===== src/rtl/udar_scan_sched.sv =====
// udar_scan_sched: sweep scheduler for the ultrasonic radar.
// Moves the servo through the angle range one step at a time and waits for
// the servo to settle at each step. It then triggers the HC-SR04 ranging
// driver, never sooner than the sensor's re-trigger gap allows, and collects
// the range or a timeout. Each result is emitted as an (angle, length) record
// on a valid/ready stream.
module udar_scan_sched #(
    parameter int ANGLE_W     = 8,
    parameter int ANGLE_MIN   = 0,
    parameter int ANGLE_MAX   = 180,
    parameter int ANGLE_STEP  = 2,
    parameter int SETTLE_CYC  = 1000000,
    parameter int GAP_CYC     = 3000000,
    parameter int TIMEOUT_CYC = 2000000
) (
    input  logic               clk50M,
    input  logic               rst,
    input  logic               start,
    input  logic               stop,
    input  logic               cont,
    output logic [ANGLE_W-1:0] servo_angle,
    output logic               meas_en,
    input  logic               meas_done,
    input  logic [15:0]        meas_len,
    output logic               pt_valid,
    input  logic               pt_ready,
    output logic [ANGLE_W-1:0] pt_angle,
    output logic [15:0]        pt_len,
    output logic               pt_timeout,
    output logic               busy,
    output logic               sweep_done
);

    typedef enum logic [2:0] {
        S_IDLE   = 3'd0,
        S_SETTLE = 3'd1,
        S_TRIG   = 3'd2,
        S_WAIT   = 3'd3,
        S_EMIT   = 3'd4,
        S_ADV    = 3'd5
    } state_t;

    // Legality checks use one extra bit so that angle+step cannot wrap.
    localparam int AW = ANGLE_W + 1;
    localparam logic [AW-1:0]      A_MIN   = AW'(ANGLE_MIN);
    localparam logic [AW-1:0]      A_MAX   = AW'(ANGLE_MAX);
    localparam logic [AW-1:0]      A_STEP  = AW'(ANGLE_STEP);
    localparam logic [ANGLE_W-1:0] N_MIN   = ANGLE_W'(ANGLE_MIN);
    localparam logic [ANGLE_W-1:0] N_STEP  = ANGLE_W'(ANGLE_STEP);
    localparam logic [31:0]        SET_LIM = 32'(SETTLE_CYC - 1);
    localparam logic [31:0]        GAP_LIM = 32'(GAP_CYC);
    localparam logic [31:0]        TMO_LIM = 32'(TIMEOUT_CYC - 1);

    state_t             state_q;
    logic [ANGLE_W-1:0] angle_q;
    logic               dir_up_q;
    logic               stop_pend_q;
    logic [31:0]        settle_cnt_q;
    logic [31:0]        gap_cnt_q;
    logic [31:0]        tmo_cnt_q;
    logic               meas_en_q;
    logic               pt_valid_q;
    logic [ANGLE_W-1:0] pt_angle_q;
    logic [15:0]        pt_len_q;
    logic               pt_timeout_q;
    logic               busy_q;
    logic               sweep_done_q;

    logic [AW-1:0]      angle_wide_s;
    logic               up_ok_s;
    logic               dn_ok_s;
    logic               at_end_s;
    logic               dir_d;
    logic [ANGLE_W-1:0] angle_d;

    // Whether a step is legal in each direction, and where ADV would move next
    always_comb begin
        angle_wide_s = {1'b0, angle_q};
        up_ok_s      = ((angle_wide_s + A_STEP) <= A_MAX);
        dn_ok_s      = (angle_wide_s >= (A_MIN + A_STEP));
        if (dir_up_q) begin
            at_end_s = ~up_ok_s;
        end else begin
            at_end_s = ~dn_ok_s;
        end
        // At an endpoint the direction flips and the step goes the other way,
        // so the endpoint angle is not measured twice.
        dir_d = dir_up_q ^ at_end_s;
        if (dir_d) begin
            angle_d = angle_q + N_STEP;
        end else begin
            angle_d = angle_q - N_STEP;
        end
    end

    // Sweep FSM with all outputs registered
    always_ff @(posedge clk50M or posedge rst) begin
        if (rst) begin
            state_q      <= S_IDLE;
            angle_q      <= N_MIN;
            dir_up_q     <= 1'b1;
            stop_pend_q  <= 1'b0;
            settle_cnt_q <= 32'd0;
            gap_cnt_q    <= GAP_LIM;
            tmo_cnt_q    <= 32'd0;
            meas_en_q    <= 1'b0;
            pt_valid_q   <= 1'b0;
            pt_angle_q   <= '0;
            pt_len_q     <= 16'd0;
            pt_timeout_q <= 1'b0;
            busy_q       <= 1'b0;
            sweep_done_q <= 1'b0;
        end else begin
            meas_en_q    <= 1'b0;
            sweep_done_q <= 1'b0;
            // The gap counter runs freely and saturates, so the first trigger
            // after reset is not delayed.
            if (gap_cnt_q < GAP_LIM) begin
                gap_cnt_q <= gap_cnt_q + 32'd1;
            end
            if (stop && (state_q != S_IDLE)) begin
                stop_pend_q <= 1'b1;
            end
            case (state_q)
                S_IDLE: begin
                    stop_pend_q <= 1'b0;
                    if (start) begin
                        angle_q      <= N_MIN;
                        dir_up_q     <= 1'b1;
                        settle_cnt_q <= 32'd0;
                        busy_q       <= 1'b1;
                        state_q      <= S_SETTLE;
                    end
                end
                S_SETTLE: begin
                    settle_cnt_q <= settle_cnt_q + 32'd1;
                    if ((settle_cnt_q >= SET_LIM) && (gap_cnt_q >= GAP_LIM)) begin
                        meas_en_q <= 1'b1;
                        state_q   <= S_TRIG;
                    end
                end
                S_TRIG: begin
                    gap_cnt_q <= 32'd0;
                    tmo_cnt_q <= 32'd0;
                    state_q   <= S_WAIT;
                end
                S_WAIT: begin
                    tmo_cnt_q <= tmo_cnt_q + 32'd1;
                    // A real answer beats a timeout that lands in the same cycle.
                    if (meas_done) begin
                        pt_len_q     <= meas_len;
                        pt_timeout_q <= 1'b0;
                        pt_angle_q   <= angle_q;
                        pt_valid_q   <= 1'b1;
                        state_q      <= S_EMIT;
                    end else if (tmo_cnt_q >= TMO_LIM) begin
                        pt_len_q     <= 16'hFFFF;
                        pt_timeout_q <= 1'b1;
                        pt_angle_q   <= angle_q;
                        pt_valid_q   <= 1'b1;
                        state_q      <= S_EMIT;
                    end
                end
                S_EMIT: begin
                    if (pt_ready) begin
                        pt_valid_q <= 1'b0;
                        state_q    <= S_ADV;
                        // sweep_done must be high during ADV itself, so the
                        // endpoint decision ADV will make is computed here.
                        sweep_done_q <= at_end_s & ~(stop_pend_q | stop);
                    end
                end
                S_ADV: begin
                    if (stop_pend_q) begin
                        stop_pend_q <= 1'b0;
                        busy_q      <= 1'b0;
                        state_q     <= S_IDLE;
                    end else if (at_end_s && !cont) begin
                        busy_q  <= 1'b0;
                        state_q <= S_IDLE;
                    end else begin
                        angle_q      <= angle_d;
                        dir_up_q     <= dir_d;
                        settle_cnt_q <= 32'd0;
                        state_q      <= S_SETTLE;
                    end
                end
                default: begin
                    busy_q     <= 1'b0;
                    pt_valid_q <= 1'b0;
                    state_q    <= S_IDLE;
                end
            endcase
        end
    end

    assign servo_angle = angle_q;
    assign meas_en     = meas_en_q;
    assign pt_valid    = pt_valid_q;
    assign pt_angle    = pt_angle_q;
    assign pt_len      = pt_len_q;
    assign pt_timeout  = pt_timeout_q;
    assign busy        = busy_q;
    assign sweep_done  = sweep_done_q;

endmodule


===== config.mk =====
export PLATFORM = sky130hd
export DESIGN_NAME = udar_scan_sched
export DESIGN_NICKNAME = d
export VERILOG_FILES = /design/src/rtl/udar_scan_sched.sv
export SDC_FILE = /design/constraint.sdc
export NUM_CORES = 1
export LEC_CHECK = 0
export ABC_AREA = 1
export CORE_MARGIN = 3
export CORE_UTILIZATION = 40
export DETAILED_ROUTE_END_ITERATION = 6
export HOLD_SLACK_MARGIN = 0.12
export REMOVE_ABC_BUFFERS = 1
export SYNTH_ARGS = -nofsm -noshare
export SYNTH_HDL_FRONTEND = slang
export SYNTH_SLANG_ARGS = --single-unit
export TNS_END_PERCENT = 20

===== constraint.sdc =====
create_clock -name clk50M -period 6 [get_ports clk50M]
set_clock_uncertainty 0.1 [all_clocks]
set_input_delay 1.2 -clock clk50M [delete_from_list [all_inputs] [get_ports clk50M]]
set_output_delay 1.2 -clock clk50M [all_outputs]
set_load 0.01 [all_outputs]

==> qor.csv <==
metric,value,unit
status,completed,
wire_per_inst,13.2,um
worst_skew_pair.late_latency,0.42,ns
cp_max_fo,10,
setup_total_negative_slack,0,ns
worst_hold_path.num_cells,2,
dp_hpwl,12700,um
sequential_cell_area,3420,um2
setup_violations,0,
p_clk_share,36.4,%
ctsResizeCount,0,
post-route-period-util,49.0,%
sw_frac_of_total,34.1,%
clockRootBuffer,clkbuf_16,
clock.fmax,340,MHz
finalMaxSlewViolations,0,
critical_path.max_stage_delay,0.62,ns
critical_path_cell_count,1,
antenna_left,0,
ir_worst_vdd,0.000207,V
p_comb_share,26.7,%
grt_pass1_wl,30600,um
ios,60,
max_slew_margin,36.0,%
number_of_detailed_routing_iterations_run_before_antenna_repair,5,
core,18800,um2
crit_path_cell_trace,clkdlybuf4s50_1,
worstPathRequired,4.70,ns
critical_path.slowest_cell,clkdlybuf4s50_1,
total_switching_power,0.00105,W
wire_length_on_met3,1030,um
cts_max_path_buffers,2,
worst_r2r_path_depth,6,
top_layer_used,met4,
post_synthesis_mean_instance_area,7.34,um2
critical_path_buf_inv_count,1,
design.die.area,21000,um2
start_kind,flip-flop,
drt_iter0_drc,400,
max_cap_viol_count,0,
cts.htree.levels,4,
floorplan_row_count,50,
rsz0062_at_grt,no,
max_slew.worst_pin.slew,0.959,ns
antenna_found_initial,0,
die-width,145,um
grt_remaining_overflow,0,
postCtsSetupBuffers,0,
placement.setup.worst_slack,2.90,ns
cp.arrival,1.64,ns
routed_via_density,5.01,
grt_pass1_vias,6358,
cts_hold_repair.buffers,0,
initial_core_util,40.9,%
synth-seq-area-share,44.3,%
power.leakage,4.16,nW
timing.critical_path.max_delay_family,buffers and inverters,
finalWorstPathRequiredPeriod,2.94,ns
internal_power,0.00202,W
post_layout_net_count,1132,
antenna_cells,0,
final-hold-violation-count,0,
mappedNetlistArea,7710,um2
areaGrowthSynthToFinish,18.1,%
critPathCaptureType,primary output,
weighted_congestion_at_the_end_of_routability_driven_global_placement,0.882,
synth.ff_latch_count,136,
routed_wl,18100,um
cts_tree,done,
syn_inst,1051,
met2RoutedLength,8030,um
clock_sink_count,136,
cts_made_buffers,17,
number_of_design_rule_violations_left_after_detail_routing,0,
chipHeight,145,um
critical_path_class,reg -> out,
layout-drive-gt1-share,6.82,%
yosysWarningCount,0,
holdCritPathClass,reg -> reg,
clkTransAtPathRegs,0.06,ns
seq_power_share,36.9,%
port_buffers,57,
vias,6891,
grt_max_degree,105,
synthDistinctLibCells,40,
grt.total_usage,17.9,%
met1Wirelength,8890,um
setup_ws,3.06,ns
nFillCells,1847,
power_per_cell_area,338,nW/um2
multi_input_gate_area_in_the_final_layout,3670,um2
==> cells in the final DEF, fill, tap and decap left out, types with 4 or more instances in the layout <==
| cell type | instances |
|---|---|
| nand2_1 | 284 |
| nand4_1 | 25 |
| bufinv_16 | 4 |
| dfstp_2 | 11 |
| o21ai_0 | 59 |
| nor2_2 | 6 |
| xor2_1 | 28 |
| dfrtp_1 | 125 |
| o21ai_1 | 22 |
| nor2_1 | 127 |
| clkinv_4 | 4 |
| or2_2 | 7 |
| clkinv_2 | 4 |
| a21oi_1 | 24 |
| ha_1 | 7 |
| inv_1 | 116 |
| nor3_1 | 44 |
| inv_2 | 6 |
| o21a_1 | 4 |
| nor4_1 | 14 |
| xnor2_1 | 11 |
| clkbuf_16 | 17 |
| clkdlybuf4s50_1 | 57 |
| nand3_1 | 73 |
==> layer usage <==
metal / global-route usage, % / up-vias
li1: - / 3478
met1: 25.8 / 3212
met2: 27.5 / 188
met3: 3.25 / 13
met4: 5.30 / 0
met5: 0 / -
==> power by group through the flow <==
stage                     logic (W)  clock network [W]  registers (W)
after floorplan            0.000468                  0        0.00116
final                      0.000822            0.00112        0.00113
after global placement     0.000817                  0        0.00115
after global routing       0.000936            0.00118        0.00116
after CTS                  0.000833            0.00114        0.00114
after detailed placement   0.000832                  0        0.00115
==> kinds of logic after synthesis <==
| group | Yosys count | synth area share, % |
|---|---|---|
| fa+ha+maj | 7 | 1.14 |
| buf+inv | 153 | 8.13 |
| xor+xnor | 40 | 4.64 |
| flops | 136 | 44.3 |
| other cells | 1 | 0.0486 |
| compound gates | 117 | 7.90 |
| simple gates | 597 | 33.8 |
==> cell type report <==
type / count / area share, %
Tap cell: 260 / 3.57
Inverter: 124 / 5.17
Timing Repair Buffer: 60 / 6.51
Clock inverter: 15 / 2.20
Sequential cell: 136 / 37.5
Multi-Input combinational cell: 763 / 40.3
Clock buffer: 17 / 4.67
==> cell usage after synthesis, drive strengths merged <==
library cell  number  share of area (%)
a21oi             25                1.7
a31oi              3               0.24
and3               2               0.16
buf               16                1.5
clkbuf            13               0.63
clkinv             1              0.049
conb               1              0.049
dfrtp            125                 41
dfstp             11                3.7
ha                 7                1.1
inv              123                6.0
nand2            288                 14
nand3             73                4.7
nand3b             3               0.29
nand4             27                2.5
nor2             134                6.8
nor3              44                2.9
nor3b              3               0.29
nor4              15                1.3
o211ai             1              0.097
o21a               4               0.39
o21ai             81                5.3
o22ai              3               0.24
or2                8               0.65
xnor2             11                1.2
xor2              29                3.4
==> flip-flops by register name, summed over array words and instances (netlist names) <==
name	flops
gap_cnt_q	32
settle_cnt_q	32
tmo_cnt_q	32
pt_len	16
pt_angle	7
servo_angle	7
state_q	3
busy	1
dir_up_q	1
meas_en	1
pt_timeout	1
pt_valid	1
stop_pend_q	1
sweep_done	1
==> final timing paths <==
| kind | endpoint | slack [ns] | start |
|---|---|---|---|
| worst max register to register | gap_cnt_q[1] | 3.60 | state_q[2] |
| worst min-delay path | gap_cnt_q[24] | 0.37 | gap_cnt_q[24] |
| worst max-delay path | servo_angle[3] | 3.06 | servo_angle[3] |
| min in group asynchronous | settle_cnt_q[9] | 1.28 | rst |
| worst min register to register | gap_cnt_q[24] | 0.37 | gap_cnt_q[24] |
| max in group asynchronous | gap_cnt_q[10] | 3.50 | rst |
==> metrics by stage <==
| step | hold WS [ns] | util [%] | instances | power, W | instance area, um2 |
|---|---|---|---|---|---|
| floorplan | 0.337 | - | 1023 | 0.00163 | 7550 |
| global placement | 0.349 | 45.0 | 1343 | 0.00197 | 8480 |
| detailed placement | 0.353 | 45.0 | 1343 | 0.00198 | 8480 |
| CTS | 0.369 | 48.3 | 1375 | 0.00311 | 9100 |
| global route | 0.391 | 48.3 | 1375 | 0.00327 | 9100 |
| finish | 0.366 | 48.3 | 1375 | 0.00307 | 9100 |
Power figures use the tool's default switching activity.
==> variant 1, RTL diff (same flow settings) <==
Set the parameter `ANGLE_W` to 6 (it was 8).
--- a/src/rtl/udar_scan_sched.sv
+++ b/src/rtl/udar_scan_sched.sv
@@ -5,7 +5,7 @@
 // the range or a timeout. Each result is emitted as an (angle, length) record
 // on a valid/ready stream.
 module udar_scan_sched #(
-    parameter int ANGLE_W     = 8,
+    parameter int ANGLE_W     = 6,
     parameter int ANGLE_MIN   = 0,
     parameter int ANGLE_MAX   = 180,
     parameter int ANGLE_STEP  = 2,
Ports: changed (resized pt_angle and servo_angle); port bits go from 60 to 56. The function was not compared with the original's and may differ.
==> variant 1 against the original RTL <==
- power is 4.0% lower
- die area is 3.2% lower
- setup slack got worse by 0.075 ns
- clock power decreased by 4%
- synthesized area decreased by 3.3%
- routed wire length decreased by 3.9%
- register-to-register slack got worse by 0.09 ns
- via count shrank 6.7%
- cell area down 3.6%
- sequential cell count decreased by 4
- largest cell class unchanged
==> variant 1: results (changes against the original RTL) <==
- FF-to-FF End: settle_cnt_q[6] (was gap_cnt_q[1])
- First-pass GRT wire length: 29.58 mm (was 30.64 mm)
- Unique masters post-synth: 46 (was 40)
- Vias: 6426 (was 6891)
- Reg2reg path depth: 13 (was 6)
- Syn avg cell area: 7.545 µm² (was 7.336 µm²)
- Post-synthesis sequential area ratio: 44.49% (was 44.32%)
- Crit path DAT: 3.18 ns (was 1.64 ns)
- Drt wl/cell: 13.56 µm (was 13.18 µm)
- Filler Cell Count: 1806 (was 1847)
- Drt total wl: 17.41 mm (was 18.12 mm)
- Dpl ws: 2.563 ns (was 2.903 ns)
- Placed Instance Area: 8170 µm² (was 8478 µm²)
- Worst Max-Slew Pin Slew: 0.9420 ns (was 0.9594 ns)
- Area contributors post-synth: dfrtp_1 (41%), nand2_1 (12%), inv_1 (5.9%) (was dfrtp_1 (41%), nand2_1 (14%), nor2_1 (6.2%))
- Vias in the first global route: 6012 (was 6358)
- Dpl cells: 1252 (was 1343)
- Commonest cells in the netlist: nand2_1 (245), dfrtp_1 (121), inv_1 (118), nor2_1 (118), o21ai_0 (85) (was nand2_1 (284), nor2_1 (128), dfrtp_1 (125), inv_1 (117), nand3_1 (73))
- Final WS setup: 2.987 ns (was 3.063 ns)
- Number of buffers added on ports: 53 (was 57)
- Status: finished clean (unchanged)
- Critical setup path kind: in2reg (was reg2out)
- Crit path capture: pt_angle[5] (was servo_angle[3])
- Largest net degree at the start of global routing: 102 (was 105)
- Initial drt markers: 427 (was 400)
## variant 1: logic make-up after synthesis
family                     count (synthesis)  synth area share, %
and+or+nand+nor                          520                31.18
buffers and inverters                    146                8.023
AOI/OAI and AO/OA                        138                9.903
DFF                                      132                44.49
xor gates and xnor gates                  44                5.170
adders and majority gates                  7                1.175
other                                      1              0.05030
## variant 1: cell type report
cell class                      count  share of cell area, %
Sequential cell                   132                  37.79
Multi-Input combinational cell    711                  40.36
Clock inverter                     14                  2.038
Clock buffer                       18                  4.889
Timing Repair Buffer               56                  6.300
Inverter                          124                  5.359
Tap cell                          229                  3.264
## variant 1: metal layers
layer / global-route usage [%] / share of wire, % / routed length (µm)
met1: 25.95 / 50 / 8644
met5: 0 / 0 / 0
met2: 26.43 / 45 / 7893
met3: 3.763 / 3.3 / 581
met4: 5.303 / 1.7 / 289
## variant 1: worst max-delay path, cell delays in order
cell             delay (ns)
clkdlybuf4s50_1        0.47
clkinv_1               0.38
nand4_1                0.24
nor2_1                 0.08
nand2_1                0.08
nand2_2                0.39
nand2_1                0.20
o21ai_0                0.12
## variant 1: how the worst min path moves through the flow
| stage | startpoint | endpoint | slack (ns) |
|---|---|---|---|
| 4_1_cts | gap_cnt_q[30] | gap_cnt_q[30] | 0.37 |
| 5_1_grt | gap_cnt_q[25] | gap_cnt_q[25] | 0.39 |
| 3_3_place_gp | gap_cnt_q[26] | gap_cnt_q[26] | 0.35 |
| 2_1_floorplan | gap_cnt_q[23] | gap_cnt_q[23] | 0.34 |
| 3_5_place_dp | gap_cnt_q[30] | gap_cnt_q[30] | 0.35 |
| 6_report | gap_cnt_q[30] | gap_cnt_q[30] | 0.37 |
## variant 1: power by group
group	leakage [nW]	internal [mW]	switching [mW]
registers	1.75	1.01	0.100
logic	1.81	0.283	0.479
clock network	0.287	0.658	0.422
==> variant 2, RTL diff (same settings) <==
Made on the original files. The 6 states of `state_t` get a one-hot encoding in 6 bits.
--- a/src/rtl/udar_scan_sched.sv
+++ b/src/rtl/udar_scan_sched.sv
@@ -31,13 +31,13 @@
     output logic               sweep_done
 );
 
-    typedef enum logic [2:0] {
-        S_IDLE   = 3'd0,
-        S_SETTLE = 3'd1,
-        S_TRIG   = 3'd2,
-        S_WAIT   = 3'd3,
-        S_EMIT   = 3'd4,
-        S_ADV    = 3'd5
+    typedef enum logic [5:0] {
+        S_IDLE   = 6'b000001,
+        S_SETTLE = 6'b000010,
+        S_TRIG   = 6'b000100,
+        S_WAIT   = 6'b001000,
+        S_EMIT   = 6'b010000,
+        S_ADV    = 6'b100000
     } state_t;
 
     // Legality checks use one extra bit so that angle+step cannot wrap.
Formal check against the unedited RTL: same outputs for any inputs over 10 cycles, from zero or initial values and one cycle with rst high; not proved beyond that.
==> variant 2 against the original RTL <==
- cell area grew 3.4%
- fmax is 1.1% higher
- synthesized cell count is 1.8% higher
- synthesized area rose by 3.9%
- non-clock buffer count grew 4
- sequential cell count is 3 higher
- routed wire length rose by 3.0%
- core utilization fell by 0.31 points
- register-to-register slack got worse by 0.16 ns
- setup slack gained 0.033 ns
- sequential share of layout area is 0.41 points lower
Power is not compared: it rests on default switching activity, and its combinational part moved more than twofold at a synthesized area within 25%.
==> variant 2: results (changes against the original RTL) <==
- Worst Max-Slew Pin Slew: 0.9586 ns (was 0.9594 ns)
- Number of buffers added on ports: 57 (unchanged)
- FF-to-FF End: settle_cnt_q[1] (was gap_cnt_q[1])
- Crit path DAT: 1.60 ns (was 1.64 ns)
- Vias in the first global route: 6669 (was 6358)
- # nets final: 1154 (was 1132)
- WL met3: 738 µm (was 1.033 mm)
- Gr usage total: 18.09% (was 17.91%)
- Dpl hpwl: 13.02 mm (was 12.69 mm)
- NetSw: 0.6550 mW
- Asr flop ratio synth: 100.0% (unchanged)
- Reg-to-reg critical path startpoint: servo_angle[1] (was state_q[2])
- Post-synthesis sequential area ratio: 43.62% (was 44.32%)
- Top Metal Used: met4 (unchanged)
- Unique masters post-synth: 52 (was 40)
- Clk_lat worst skew: 0.43 ns
- Area contributors post-synth: dfrtp_1 (40%), nand2_1 (13%), inv_1 (6.5%) (was dfrtp_1 (41%), nand2_1 (14%), nor2_1 (6.2%))
- Antenna violations before repair: 0 (unchanged)
- Critical Path Fanout Max: 10 (unchanged)
- Status: finished clean (unchanged)
- Worst setup startpoint: servo_angle[3] (unchanged)
- Dpl ws: 2.843 ns (was 2.903 ns)
- Largest regs: gap_cnt_q (32), settle_cnt_q (32), tmo_cnt_q (32) (unchanged)
- Crit path capture: servo_angle[3] (unchanged)
- Largest delay share family, worst path: buffers and inverters (unchanged)
- Post-CTS setup buffer count: 0 (unchanged)
- CTS root buf: clkbuf_16 (unchanged)
- Crit-path slowest cell: clkdlybuf4s50_1 (unchanged)
- Dpl cells: 1370 (was 1343)
- Drt total wl: 18.67 mm (was 18.12 mm)
- Clock buffer count from CTS: 17 (unchanged)
- Drt wl/cell: 13.31 µm (was 13.18 µm)
- First-pass GRT wire length: 32.40 mm (was 30.64 mm)
- Synth warnings: 0 (unchanged)
- Met1 wire length: 9.091 mm (was 8.893 mm)
- Max stage delay on crit path: 0.62 ns (about the same)
- Top_reg_cell synth: dfrtp_1 (unchanged)
- Met2 Routed Length: 8.538 mm (was 8.031 mm)
- H-tree level count: 4 (unchanged)
- Leak: 4.358 nW
- Syn avg cell area: 7.485 µm² (was 7.336 µm²)
- Post-CTS Resized: 0 (unchanged)
- Commonest cells in the netlist: nand2_1 (272), inv_1 (138), dfrtp_1 (127), nor2_1 (97), nand3_1 (77) (was nand2_1 (284), nor2_1 (128), dfrtp_1 (125), inv_1 (117), nand3_1 (73))
- Routability Congestion: 0.8907 (was 0.8816)
- Via density: 4.987 (was 5.012)
- Largest net degree at the start of global routing: 109 (was 105)
- Layout cells sized above 1: 9.059% (was 6.816%)
- R2r setup slk: 3.44 ns (was 3.60 ns)
- Placed Instance Area: 8792 µm² (was 8478 µm²)
- Initial drt markers: 489 (was 400)
- Tmin final: 2.904 ns (was 2.937 ns)
- Largest vdd supply drop: 0.2140 mV
- Reg2reg path depth: 14 (was 6)
-- variant 2: changes by cell type after synthesis, moves of 5 or more --
cell / delta
inv_1: +21
nand2_1: -12
nand2_2: +15
nand4_1: +11
nor2_1: -31
nor3_2: +5
o22ai_1: +5
o31ai_1: +5
xnor2_1: -8
xor2_1: -10
-- variant 2: kinds of logic (layout without fill, tap and decap cells) --
kind of cell	Yosys count	in the layout	synth area share, %
simple gates	592	592	34.42
buf+inv	174	240	8.999
flops	139	139	43.62
compound gates	134	134	9.202
xor+xnor	22	22	2.500
fa+ha+maj	7	7	1.094
other cells	1	2	0.04682
mux	1	1	0.1250
-- variant 2: power by group through the flow --
stage                     logic [mW]  clock network [mW]  registers (mW)
after floorplan                0.227                   0           0.999
after global placement         0.325                   0            1.00
after detailed placement       0.328                   0            1.00
after CTS                      0.329                1.14           0.986
after global routing           0.362                1.19           0.989
final                          0.322                1.11           0.985
-- variant 2: area by class of cell --
type	count	area (µm²)
well taps	265	331.6
repair buffers	64	623.1
clock inverters	12	171.4
clock buffers	20	446.7
flip-flops and latches	139	3493
inverters	144	545.5
fillers	1970	10180
multi-input cells	758	3799
-- variant 2: layer usage --
metal / up-vias / track usage (%)
met3: 29 / 4.200
met5: - / 0
met1: 3225 / 25.29
met4: 0 / 5.499
met2: 141 / 28.13
li1: 3597 / -
-- variant 2: worst min-delay path by stage --
stage,start,end,slack [ns],depth (start not counted)
floorplan,gap_cnt_q[22],gap_cnt_q[22],0.34,2
finish,gap_cnt_q[24],gap_cnt_q[24],0.37,2
global placement,gap_cnt_q[22],gap_cnt_q[22],0.35,2
global route,gap_cnt_q[30],gap_cnt_q[30],0.38,2
detailed placement,gap_cnt_q[24],gap_cnt_q[24],0.35,2
CTS,gap_cnt_q[24],gap_cnt_q[24],0.37,2
